--- config.mk ---
export PLATFORM = sky130hd
export DESIGN_NAME = pipe_hazard_ctrl_flat
export DESIGN_NICKNAME = d
export VERILOG_FILES = /design/src/rtl/cpu_pkg.sv /design/src/rtl/pipe_hazard_ctrl_if.sv /design/src/rtl/reg_scoreboard.sv /design/src/rtl/pipe_hazard_ctrl.sv /design/src/flat_wrapper.sv
export SDC_FILE = /design/constraint.sdc
export NUM_CORES = 1
export LEC_CHECK = 0
export BUFFER_PORTS_ARGS = -buffer_cell sky130_fd_sc_hd__buf_2
export CAP_MARGIN = 20
export CORE_MARGIN = 2
export CORE_UTILIZATION = 49
export CTS_CLUSTER_DIAMETER = 120
export DETAILED_ROUTE_END_ITERATION = 8
export PLACE_DENSITY = 0.86
export REMOVE_ABC_BUFFERS = 1
export SLEW_MARGIN = 40
export SYNTH_ARGS = -nofsm -noshare
export SYNTH_HDL_FRONTEND = slang
export SYNTH_SLANG_ARGS = --single-unit
--- constraint.sdc ---
create_clock -name clk -period 6.71 [get_ports clk]
set_input_delay 1.342 -clock clk [delete_from_list [all_inputs] [get_ports clk]]
set_output_delay 1.342 -clock clk [all_outputs]
set_load 0.02 [all_outputs]
--- src/rtl/cpu_pkg.sv ---
`default_nettype none
// ============================================================================
// cpu_pkg: register file geometry, hazard FSM states, decoder opcode constants
// Revision: 1.0
// ============================================================================
package cpu_pkg;

  localparam int REG_AW   = 3;
  localparam int NUM_REGS = 8;

  typedef enum logic [1:0] {
    HZ_RUN     = 2'd0,
    HZ_BR_WAIT = 2'd1,
    HZ_FLUSH   = 2'd2
  } hz_state_t;

  // Opcodes seen by the stage decoders that generate the dec_* controls
  localparam logic [3:0] c_op_nop  = 4'h0;
  localparam logic [3:0] c_op_add  = 4'h1;
  localparam logic [3:0] c_op_sub  = 4'h2;
  localparam logic [3:0] c_op_cmp  = 4'h3;
  localparam logic [3:0] c_op_ld   = 4'h4;
  localparam logic [3:0] c_op_st   = 4'h5;
  localparam logic [3:0] c_op_jmp  = 4'h8;
  localparam logic [3:0] c_op_jz   = 4'h9;
  localparam logic [3:0] c_op_jn   = 4'hA;
  localparam logic [3:0] c_op_call = 4'hB;

  localparam logic [REG_AW-1:0] c_link_reg = 3'd7;

endpackage
`default_nettype wire

--- src/rtl/pipe_hazard_ctrl_if.sv ---
`default_nettype none
// ============================================================================
// pipe_hazard_ctrl_if: decode/writeback status in, stage enables out
// Revision: 1.0
// ============================================================================
interface pipe_hazard_ctrl_if #(
  parameter int REG_AW   = 3,
  parameter int NUM_REGS = 8,
  parameter int CNT_W    = 16
);

  logic              dec_valid;
  logic [REG_AW-1:0] dec_rs_a;
  logic              dec_use_a;
  logic [REG_AW-1:0] dec_rs_b;
  logic              dec_use_b;
  logic [REG_AW-1:0] dec_rd;
  logic              dec_rd_we;
  logic              dec_sets_flags;
  logic              dec_is_ctrl;
  logic              dec_uses_flags;

  logic              wb_valid;
  logic              wb_rf_we;
  logic [REG_AW-1:0] wb_rf_addr;
  logic              wb_sets_flags;
  logic              wb_redirect;

  logic                fetch_en;
  logic                rf_read_en;
  logic                issue;
  logic                flush;
  logic [NUM_REGS-1:0] sb_busy;
  logic [CNT_W-1:0]    stall_cycles;

  modport master (
    output dec_valid, dec_rs_a, dec_use_a, dec_rs_b, dec_use_b,
           dec_rd, dec_rd_we, dec_sets_flags, dec_is_ctrl, dec_uses_flags,
           wb_valid, wb_rf_we, wb_rf_addr, wb_sets_flags, wb_redirect,
    input  fetch_en, rf_read_en, issue, flush, sb_busy, stall_cycles
  );

  modport slave (
    input  dec_valid, dec_rs_a, dec_use_a, dec_rs_b, dec_use_b,
           dec_rd, dec_rd_we, dec_sets_flags, dec_is_ctrl, dec_uses_flags,
           wb_valid, wb_rf_we, wb_rf_addr, wb_sets_flags, wb_redirect,
    output fetch_en, rf_read_en, issue, flush, sb_busy, stall_cycles
  );

endinterface
`default_nettype wire

--- src/rtl/reg_scoreboard.sv ---
`default_nettype none
// ============================================================================
// reg_scoreboard: per-register write-pending bits, set wins over clear
// Revision: 1.0
// ============================================================================
module reg_scoreboard #(
  parameter int NUM_REGS = 8,
  parameter int REG_AW   = 3
) (
  input  wire logic                clk,
  input  wire logic                reset,
  input  wire logic                set_en,
  input  wire logic [REG_AW-1:0]   set_addr,
  input  wire logic                clr_en,
  input  wire logic [REG_AW-1:0]   clr_addr,
  input  wire logic [REG_AW-1:0]   lookup_a,
  input  wire logic [REG_AW-1:0]   lookup_b,
  output logic                     busy_a,
  output logic                     busy_b,
  output logic [NUM_REGS-1:0]      busy
);

  logic [NUM_REGS-1:0] r_busy;

  for (genvar i = 0; i < NUM_REGS; i++) begin : g_bit
    always_ff @(posedge clk) begin
      if (reset) begin
        r_busy[i] <= 1'b0;
      end else if (set_en && (set_addr == REG_AW'(i))) begin
        r_busy[i] <= 1'b1;
      end else if (clr_en && (clr_addr == REG_AW'(i))) begin
        r_busy[i] <= 1'b0;
      end
    end
  end

  // Lookups see registered state only: a retiring write still reads busy
  assign busy_a = r_busy[lookup_a];
  assign busy_b = r_busy[lookup_b];
  assign busy   = r_busy;

endmodule
`default_nettype wire

--- src/rtl/pipe_hazard_ctrl.sv ---
`default_nettype none
// ============================================================================
// pipe_hazard_ctrl: RAW/WAW/flag stall, branch freeze/flush, stall counter
// Revision: 1.0
// ============================================================================
module pipe_hazard_ctrl #(
  parameter int NUM_REGS = 8,
  parameter int REG_AW   = 3,
  parameter int CNT_W    = 16
) (
  input  wire logic         clk,
  input  wire logic         reset,
  pipe_hazard_ctrl_if.slave bus
);

  import cpu_pkg::*;

  hz_state_t           r_state;
  logic                r_flag_busy;
  logic [CNT_W-1:0]    r_stall_cycles;

  logic                w_busy_a;
  logic                w_busy_b;
  logic [NUM_REGS-1:0] w_sb_busy;
  logic                w_run;
  logic                w_hazard;
  logic                w_issue;
  logic                w_stall;
  logic                w_fetch_en;
  logic                w_sb_set;
  logic                w_sb_clr;

  assign w_sb_set = w_issue & bus.dec_rd_we;
  assign w_sb_clr = bus.wb_valid & bus.wb_rf_we;

  reg_scoreboard #(
    .NUM_REGS (NUM_REGS),
    .REG_AW   (REG_AW)
  ) u_sb (
    .clk      (clk),
    .reset    (reset),
    .set_en   (w_sb_set),
    .set_addr (bus.dec_rd),
    .clr_en   (w_sb_clr),
    .clr_addr (bus.wb_rf_addr),
    .lookup_a (bus.dec_rs_a),
    .lookup_b (bus.dec_rs_b),
    .busy_a   (w_busy_a),
    .busy_b   (w_busy_b),
    .busy     (w_sb_busy)
  );

  assign w_run    = (r_state == HZ_RUN);
  assign w_hazard = (bus.dec_use_a      & w_busy_a)
                  | (bus.dec_use_b      & w_busy_b)
                  | (bus.dec_rd_we      & w_sb_busy[bus.dec_rd])
                  | (bus.dec_uses_flags & r_flag_busy);
  assign w_issue  = w_run & bus.dec_valid & ~w_hazard;
  assign w_stall  = w_run & bus.dec_valid &  w_hazard;

  // Fetch freezes behind an issuing control instruction; FLUSH refetches
  assign w_fetch_en = (w_run & ~w_stall & ~(w_issue & bus.dec_is_ctrl))
                    | (r_state == HZ_FLUSH);

  always_ff @(posedge clk) begin
    if (reset) begin
      r_state <= HZ_RUN;
    end else begin
      case (r_state)
        HZ_RUN: begin
          if (w_issue && bus.dec_is_ctrl) begin
            r_state <= HZ_BR_WAIT;
          end
        end
        HZ_BR_WAIT: begin
          if (bus.wb_valid) begin
            r_state <= bus.wb_redirect ? HZ_FLUSH : HZ_RUN;
          end
        end
        HZ_FLUSH: r_state <= HZ_RUN;
        default:  r_state <= HZ_RUN;
      endcase
    end
  end

  always_ff @(posedge clk) begin
    if (reset) begin
      r_flag_busy <= 1'b0;
    end else if (w_issue && bus.dec_sets_flags) begin
      r_flag_busy <= 1'b1;
    end else if (bus.wb_valid && bus.wb_sets_flags) begin
      r_flag_busy <= 1'b0;
    end
  end

  always_ff @(posedge clk) begin
    if (reset) begin
      r_stall_cycles <= '0;
    end else if (w_stall && (r_stall_cycles != {CNT_W{1'b1}})) begin
      r_stall_cycles <= r_stall_cycles + 1'b1;
    end
  end

  assign bus.fetch_en     = w_fetch_en;
  assign bus.rf_read_en   = w_fetch_en;
  assign bus.issue        = w_issue;
  assign bus.flush        = (r_state == HZ_FLUSH);
  assign bus.sb_busy      = w_sb_busy;
  assign bus.stall_cycles = r_stall_cycles;

endmodule
`default_nettype wire
--- src/flat_wrapper.sv ---
// flat-port wrapper written by rule: the top's interface ports become plain ports
module pipe_hazard_ctrl_flat import cpu_pkg::*;
#(
  parameter int NUM_REGS = 8,
  parameter int REG_AW   = 3,
  parameter int CNT_W    = 16
)
  (clk, reset, bus_dec_valid, bus_dec_rs_a, bus_dec_use_a, bus_dec_rs_b, bus_dec_use_b, bus_dec_rd, bus_dec_rd_we, bus_dec_sets_flags, bus_dec_is_ctrl, bus_dec_uses_flags, bus_wb_valid, bus_wb_rf_we, bus_wb_rf_addr, bus_wb_sets_flags, bus_wb_redirect, bus_fetch_en, bus_rf_read_en, bus_issue, bus_flush, bus_sb_busy, bus_stall_cycles);
  pipe_hazard_ctrl_if #(.REG_AW(REG_AW), .NUM_REGS(NUM_REGS), .CNT_W(CNT_W)) bus_i ();
  input  wire logic clk;
  input  wire logic reset;
  input wire logic [$bits(bus_i.dec_valid)-1:0] bus_dec_valid;
  input wire logic [$bits(bus_i.dec_rs_a)-1:0] bus_dec_rs_a;
  input wire logic [$bits(bus_i.dec_use_a)-1:0] bus_dec_use_a;
  input wire logic [$bits(bus_i.dec_rs_b)-1:0] bus_dec_rs_b;
  input wire logic [$bits(bus_i.dec_use_b)-1:0] bus_dec_use_b;
  input wire logic [$bits(bus_i.dec_rd)-1:0] bus_dec_rd;
  input wire logic [$bits(bus_i.dec_rd_we)-1:0] bus_dec_rd_we;
  input wire logic [$bits(bus_i.dec_sets_flags)-1:0] bus_dec_sets_flags;
  input wire logic [$bits(bus_i.dec_is_ctrl)-1:0] bus_dec_is_ctrl;
  input wire logic [$bits(bus_i.dec_uses_flags)-1:0] bus_dec_uses_flags;
  input wire logic [$bits(bus_i.wb_valid)-1:0] bus_wb_valid;
  input wire logic [$bits(bus_i.wb_rf_we)-1:0] bus_wb_rf_we;
  input wire logic [$bits(bus_i.wb_rf_addr)-1:0] bus_wb_rf_addr;
  input wire logic [$bits(bus_i.wb_sets_flags)-1:0] bus_wb_sets_flags;
  input wire logic [$bits(bus_i.wb_redirect)-1:0] bus_wb_redirect;
  output wire logic [$bits(bus_i.fetch_en)-1:0] bus_fetch_en;
  output wire logic [$bits(bus_i.rf_read_en)-1:0] bus_rf_read_en;
  output wire logic [$bits(bus_i.issue)-1:0] bus_issue;
  output wire logic [$bits(bus_i.flush)-1:0] bus_flush;
  output wire logic [$bits(bus_i.sb_busy)-1:0] bus_sb_busy;
  output wire logic [$bits(bus_i.stall_cycles)-1:0] bus_stall_cycles;
  assign bus_i.dec_valid = bus_dec_valid;
  assign bus_i.dec_rs_a = bus_dec_rs_a;
  assign bus_i.dec_use_a = bus_dec_use_a;
  assign bus_i.dec_rs_b = bus_dec_rs_b;
  assign bus_i.dec_use_b = bus_dec_use_b;
  assign bus_i.dec_rd = bus_dec_rd;
  assign bus_i.dec_rd_we = bus_dec_rd_we;
  assign bus_i.dec_sets_flags = bus_dec_sets_flags;
  assign bus_i.dec_is_ctrl = bus_dec_is_ctrl;
  assign bus_i.dec_uses_flags = bus_dec_uses_flags;
  assign bus_i.wb_valid = bus_wb_valid;
  assign bus_i.wb_rf_we = bus_wb_rf_we;
  assign bus_i.wb_rf_addr = bus_wb_rf_addr;
  assign bus_i.wb_sets_flags = bus_wb_sets_flags;
  assign bus_i.wb_redirect = bus_wb_redirect;
  assign bus_fetch_en = bus_i.fetch_en;
  assign bus_rf_read_en = bus_i.rf_read_en;
  assign bus_issue = bus_i.issue;
  assign bus_flush = bus_i.flush;
  assign bus_sb_busy = bus_i.sb_busy;
  assign bus_stall_cycles = bus_i.stall_cycles;
  pipe_hazard_ctrl #(.NUM_REGS(NUM_REGS), .REG_AW(REG_AW), .CNT_W(CNT_W)) u_core (.clk(clk), .reset(reset), .bus(bus_i));
endmodule
# After elaboration in Yosys (flattened, before gate mapping)
# Cells that the tools add are included.
# Widths: inputs -> output; s select.
# word_totals
elab_cells	114
ff_bits	27
# classes
order_cmp	3
n_eq_ne	19
bitwise_logic	19
n_addsub	1
n_reduce_logical	33
mux	28
# op_table
operator	n
$eq 3x3->1 const B	8
$mux 1	21
$logic_and 1x1->1	20
$reduce_bool 2->1	9
$add 16x1->16 const B	1
$ne 16x16->1 const B	1
$and 1x1->1	12
$eq 3x2->1 const B	4
$lt 3x4->1 const B	3
$bmux 1 s3	3
$eq 3x1->1 const B	2
$logic_not 3->1	2
$mux 2	3
$ne 2x2->1 const B	2
$or 1x1->1	4
$pmux 2 s2	1
$not 1->1	3
$eq 2x1->1 const B	1
$eq 2x2->1 const B	1
$logic_not 2->1	1
$reduce_and 2->1	1

# Logic depth before layout (Yosys ltp)
# depth
word_depth	12
mapped_depth	8

# Cells and area by module
# From an unflattened synthesis, not the netlist that was laid out.
# unflattened
hier_cells	187
area_unflattened_um2	1602.8
# modules_own_cells
module	area_each_um2	instances	cells_each
pipe_hazard_ctrl	1139.8	1	139
reg_scoreboard	462.9	1	48

# Least setup slack after synthesis
# Ideal clock, no wire load.
# synth_path
kind	input -> output
startpoint	input bus_dec_rs_b[1]
endpoint	output bus_rf_read_en
path_slack_ns	2.275
stages	6
t_arrival_ns	3.093
t_required_ns	5.368
path_cell_list	mux4_2 > o22ai_1 > o22ai_1 > or3_1 > a31oi_1 > buf_4
# synth_via
elab_chain_len	12
# synth_lines
element	line	rtl
start, declared	flat_wrapper.sv:15	input wire logic [$bits(bus_i.dec_rs_b)-1:0] bus_dec_rs_b;
$bmux 1 s3 (*)	reg_scoreboard.sv:39	assign busy_b = r_busy[lookup_b];
$mux 1 (not written as such) (*)	reg_scoreboard.sv:39	
$and 1x1->1 (*)	pipe_hazard_ctrl.sv:55	| (bus.dec_use_b & w_busy_b)
$or 1x1->1 (*)	pipe_hazard_ctrl.sv:55	
$or 1x1->1 (*)	pipe_hazard_ctrl.sv:56	| (bus.dec_rd_we & w_sb_busy[bus.dec_rd])
$or 1x1->1 (*)	pipe_hazard_ctrl.sv:57	| (bus.dec_uses_flags & r_flag_busy);
$not 1->1	pipe_hazard_ctrl.sv:58	assign w_issue = w_run & bus.dec_valid & ~w_hazard;
$and 1x1->1	pipe_hazard_ctrl.sv:58	
$and 1x1->1	pipe_hazard_ctrl.sv:62	assign w_fetch_en = (w_run & ~w_stall & ~(w_issue & bus.dec_is_ctrl))
$not 1->1	pipe_hazard_ctrl.sv:62	
$and 1x1->1 (*)	pipe_hazard_ctrl.sv:62	
$or 1x1->1 (*)	pipe_hazard_ctrl.sv:63	| (r_state == HZ_FLUSH);
end, declared	flat_wrapper.sv:28	output wire logic [$bits(bus_i.rf_read_en)-1:0] bus_rf_read_en;
# Every way passes the cells marked *; elsewhere a longest branch is shown, timed or not. The select of a mux whose other input is x is not followed.

# Worst setup path after layout
# layout_path
startpoint	input bus_dec_rd[0]
endpoint	output bus_rf_read_en
# layout_via
elab_chain_len	11
# layout_lines
element	line	rtl
start, declared	flat_wrapper.sv:17	input wire logic [$bits(bus_i.dec_rd)-1:0] bus_dec_rd;
$bmux 1 s3 (*)	pipe_hazard_ctrl.sv:56	
$mux 1 (not written as such) (*)	pipe_hazard_ctrl.sv:56	
$and 1x1->1 (*)	pipe_hazard_ctrl.sv:56	
$or 1x1->1 (*)	pipe_hazard_ctrl.sv:56	
$or 1x1->1 (*)	pipe_hazard_ctrl.sv:57	
$not 1->1	pipe_hazard_ctrl.sv:58	
$and 1x1->1	pipe_hazard_ctrl.sv:58	
$and 1x1->1	pipe_hazard_ctrl.sv:62	
$not 1->1	pipe_hazard_ctrl.sv:62	
$and 1x1->1 (*)	pipe_hazard_ctrl.sv:62	
$or 1x1->1 (*)	pipe_hazard_ctrl.sv:63	
# Marks and branches as above.

==> summary.md <==
| Metric | Value |
|---|---|
| Fraction of final layout cells sized beyond drive strength 1 | `29.3%` |
| Worst Hold Path EP | `u_core.r_flag_busy` |
| Post-synth design cell area | `0.00149 mm²` |
| Count of max-cap constraint violations | `0` |
| Wire length of the first global-routing pass | `5770 µm` |
| Number of instances in the synthesized netlist | `171` |
| Die ar. | `0.00350 mm²` |
| Register-to-register path setup slack | `4.28 ns` |
| Post-synthesis cell type count | `38` |
| Worst EP arrival | `3.03 ns` |
| Clock root buffer | `clkbuf_4` |
| Worst-Margin Slew | `0.517 ns` |
| Class of the most critical hold timing path | `reg -> reg` |
| Number of DRC markers in iteration 0 | `77` |
| Setup CP Type | `in -> out` |
| Maximum vdd ir drop | `68.6 µV` |
| Most common cell after layout, fill and taps aside | `buf_2` |
| Total global routing overflow | `0` |
| Worst setup timing slack at the placement stage | `2.33 ns` |
| Number of vias per cell after detailed routing | `6.17` |
| Final WS setup | `2.34 ns` |
| Pin count of the biggest net entering global routing | `26` |
| Headroom to the max-slew limit | `64.6%` |
| Number of sinks on the clock net | `27` |
| Area growth from synthesis to layout | `20.3%` |
| Hold-fix buffers at CTS | `0` |
| Post-layout nets | `249` |
| Sequential-to-total area share from yosys stat | `36.3%` |
| TNS Setup | `0 ns` |
| Gates resized, CTS repair | `0` |
| Startpoint of the worst register-to-register path | `u_core.u_sb.busy[2]` |
| Die X-Extent | `59.1 µm` |
| Clock period minus final worst setup slack | `4.37 ns` |
| Clock latency of the later-clocked register in the worst-skew pair | `0.34 ns` |
| First-pass iteration count of the detailed router | `4` |
| TritonCTS buffer count | `3` |
| Placeable Area | `0.00298 mm²` |
| Number of buffers on the longest clock path | `2` |
| RSZ-0062 raised after global routing | `false` |
| Tot GR Track Use | `21.4%` |
| Final estimated routing congestion in global placement | `0.863` |
| CTS H-Tree Depth | `1` |
| Hold-critical path depth | `2` |
| Number of antenna-violating nets in the routed design | `0` |
| Post-synthesis register bit count | `27` |
| Ports placed on the boundary | `53` |
| Leakage | `0.000737 µW` |
| Antenna violations before repair | `0` |
| Total of endpoints with negative setup slack in the final report | `0` |
| Antenna Cells | `0` |
| Setup clock skew after layout | `0.0176 ns` |
| WL per Instance | `14.4 µm` |
| Cell Pwr Density | `159 mW/mm²` |
| Post-synthesis average cell area | `8.71 µm²` |
| CTS tree | `done` |
| Startpoint types | `input port` |
| Initial core utilization | `50.0%` |
| Commonest non-fill, non-tap cells in the layout | `buf_2, dfxtp_1, o31ai_1` |
| Clock-pin slew on the worst setup and hold paths | `0.16 ns` |
| Reg-to-reg endpoint | `u_core.u_sb.busy[0]` |
| Utilization after layout | `60.2%` |
| Number of standard-cell rows in the floorplan | `20` |
| # DRC | `0` |
| Outcome | `finished, final reports clean` |
| Kind of end point of the critical path | `output port` |
| Post-CTS Repair Setup Buffers | `0` |
| Routed Wire Length | `3670 µm` |
| Depth of the worst register-to-register path | `6` |
| Final Slew Violations | `0` |
| Maximum clock frequency | `229 MHz` |
| Startpoint of the tightest hold check path | `u_core.r_flag_busy` |
| IO buf count | `52` |
| Ratio of final minimum period to clock period | `65.1%` |
| Vias in the first global route | `1317` |
| Yosys warning count | `0` |
| Required time of the worst setup path | `5.37 ns` |
| Height of the die | `59.1 µm` |
| Critical Path Fanout Max | `7` |
| Final number of hold-violating endpoints | `0` |
| HPWL Detailed | `2760 µm` |
| Total via count in the routed design | `1573` |
[metal layers]
layer	wire (µm)	up-vias	part of all wire (%)	track usage (%)
met3	230	7	6.3	3.71
met4	43	0	1.2	6.17
met1	1600	736	43	27.1
met2	1800	67	49	37.3
li1	-	763	-	-
met5	0	-	0	0
[critical path, cell delays in order]
cell and delay [ns]:
buf_2 0.15, mux4_1 0.56, nor2b_1 0.15, o31ai_2 0.11, or3_1 0.33, a31oi_1 0.20
buf_2 0.19
[cells by family after synthesis]
family / Yosys count / share of synthesized area, %
xor+xnor: 1 / 0.588
compound gates: 54 / 24.0
mux: 10 / 10.7
buf+inv: 16 / 4.95
fa+ha+maj: 1 / 0.839
flops: 27 / 36.3
simple gates: 62 / 22.7
[state kept, by name, indices dropped and copies added, names as in the netlist]
register and cells:
u_core.bus.stall_cycles 16, u_core.u_sb.busy 8, u_core.r_state 2, u_core.r_flag_busy 1
[synth_stat cells, drive strengths merged]
master	instances	area (µm²)
a2111oi	1	8.76
a21oi	13	65.1
a31oi	1	6.26
a41oi	1	8.76
and3	4	25.0
buf	4	28.8
clkbuf	2	7.51
clkinv	1	3.75
dfxtp	27	541
ha	1	12.5
inv	9	33.8
mux2	4	45.0
mux2i	2	20.0
mux4	4	93.8
nand2	10	37.5
nand2b	6	37.5
nand3	12	60.1
nand3b	1	7.51
nand4	3	18.8
nor2	8	30.0
nor2b	2	12.5
nor3	1	5.00
o211ai	6	45.0
o21a	1	7.51
o21ai	9	45.0
o22ai	3	18.8
o311ai	2	17.5
o31ai	15	118
o41ai	2	17.5
or2	1	6.26
or3	6	37.5
or4	8	60.1
xnor2	1	8.76
[per-stage QoR]
stage          instances  hold WS [ns]  total power, µW  cell area (µm²)
2_1_floorplan        165         0.443              193             1450
3_3_place_gp         251         0.456              213             1760
3_5_place_dp         251         0.477              214             1760
4_1_cts              255         0.501              287             1790
5_1_grt              255         0.519              298             1790
6_report             255         0.497              285             1790
[worst max-delay path by stage]
stage | from | to | depth (start not counted)
detailed placement | bus_dec_rd[0] | bus_rf_read_en | 7
finish | bus_dec_rd[0] | bus_rf_read_en | 7
global placement | bus_dec_rd[0] | bus_fetch_en | 7
CTS | bus_dec_rd[0] | bus_rf_read_en | 7
global route | bus_dec_rd[0] | bus_fetch_en | 7
floorplan | bus_dec_rs_b[1] | bus_fetch_en | 5
[power breakdown]
part	internal (µW)	total, µW	switching (µW)
combinational	17.7	44.8	27.1
sequential	163	166	3.25
clock	22.8	74.3	51.4
total	204	285	81.8
[layout make-up]
class | count | area [µm²]
inverter | 10 | 37.5
clock inverter | 1 | 7.51
clock buffer | 3 | 22.5
multi-input combinational | 128 | 876
sequential | 27 | 541
fill | 276 | 1180
tap | 33 | 41.3
timing repair buffer | 53 | 268
Note: power is estimated with default switching activity, not from simulation.
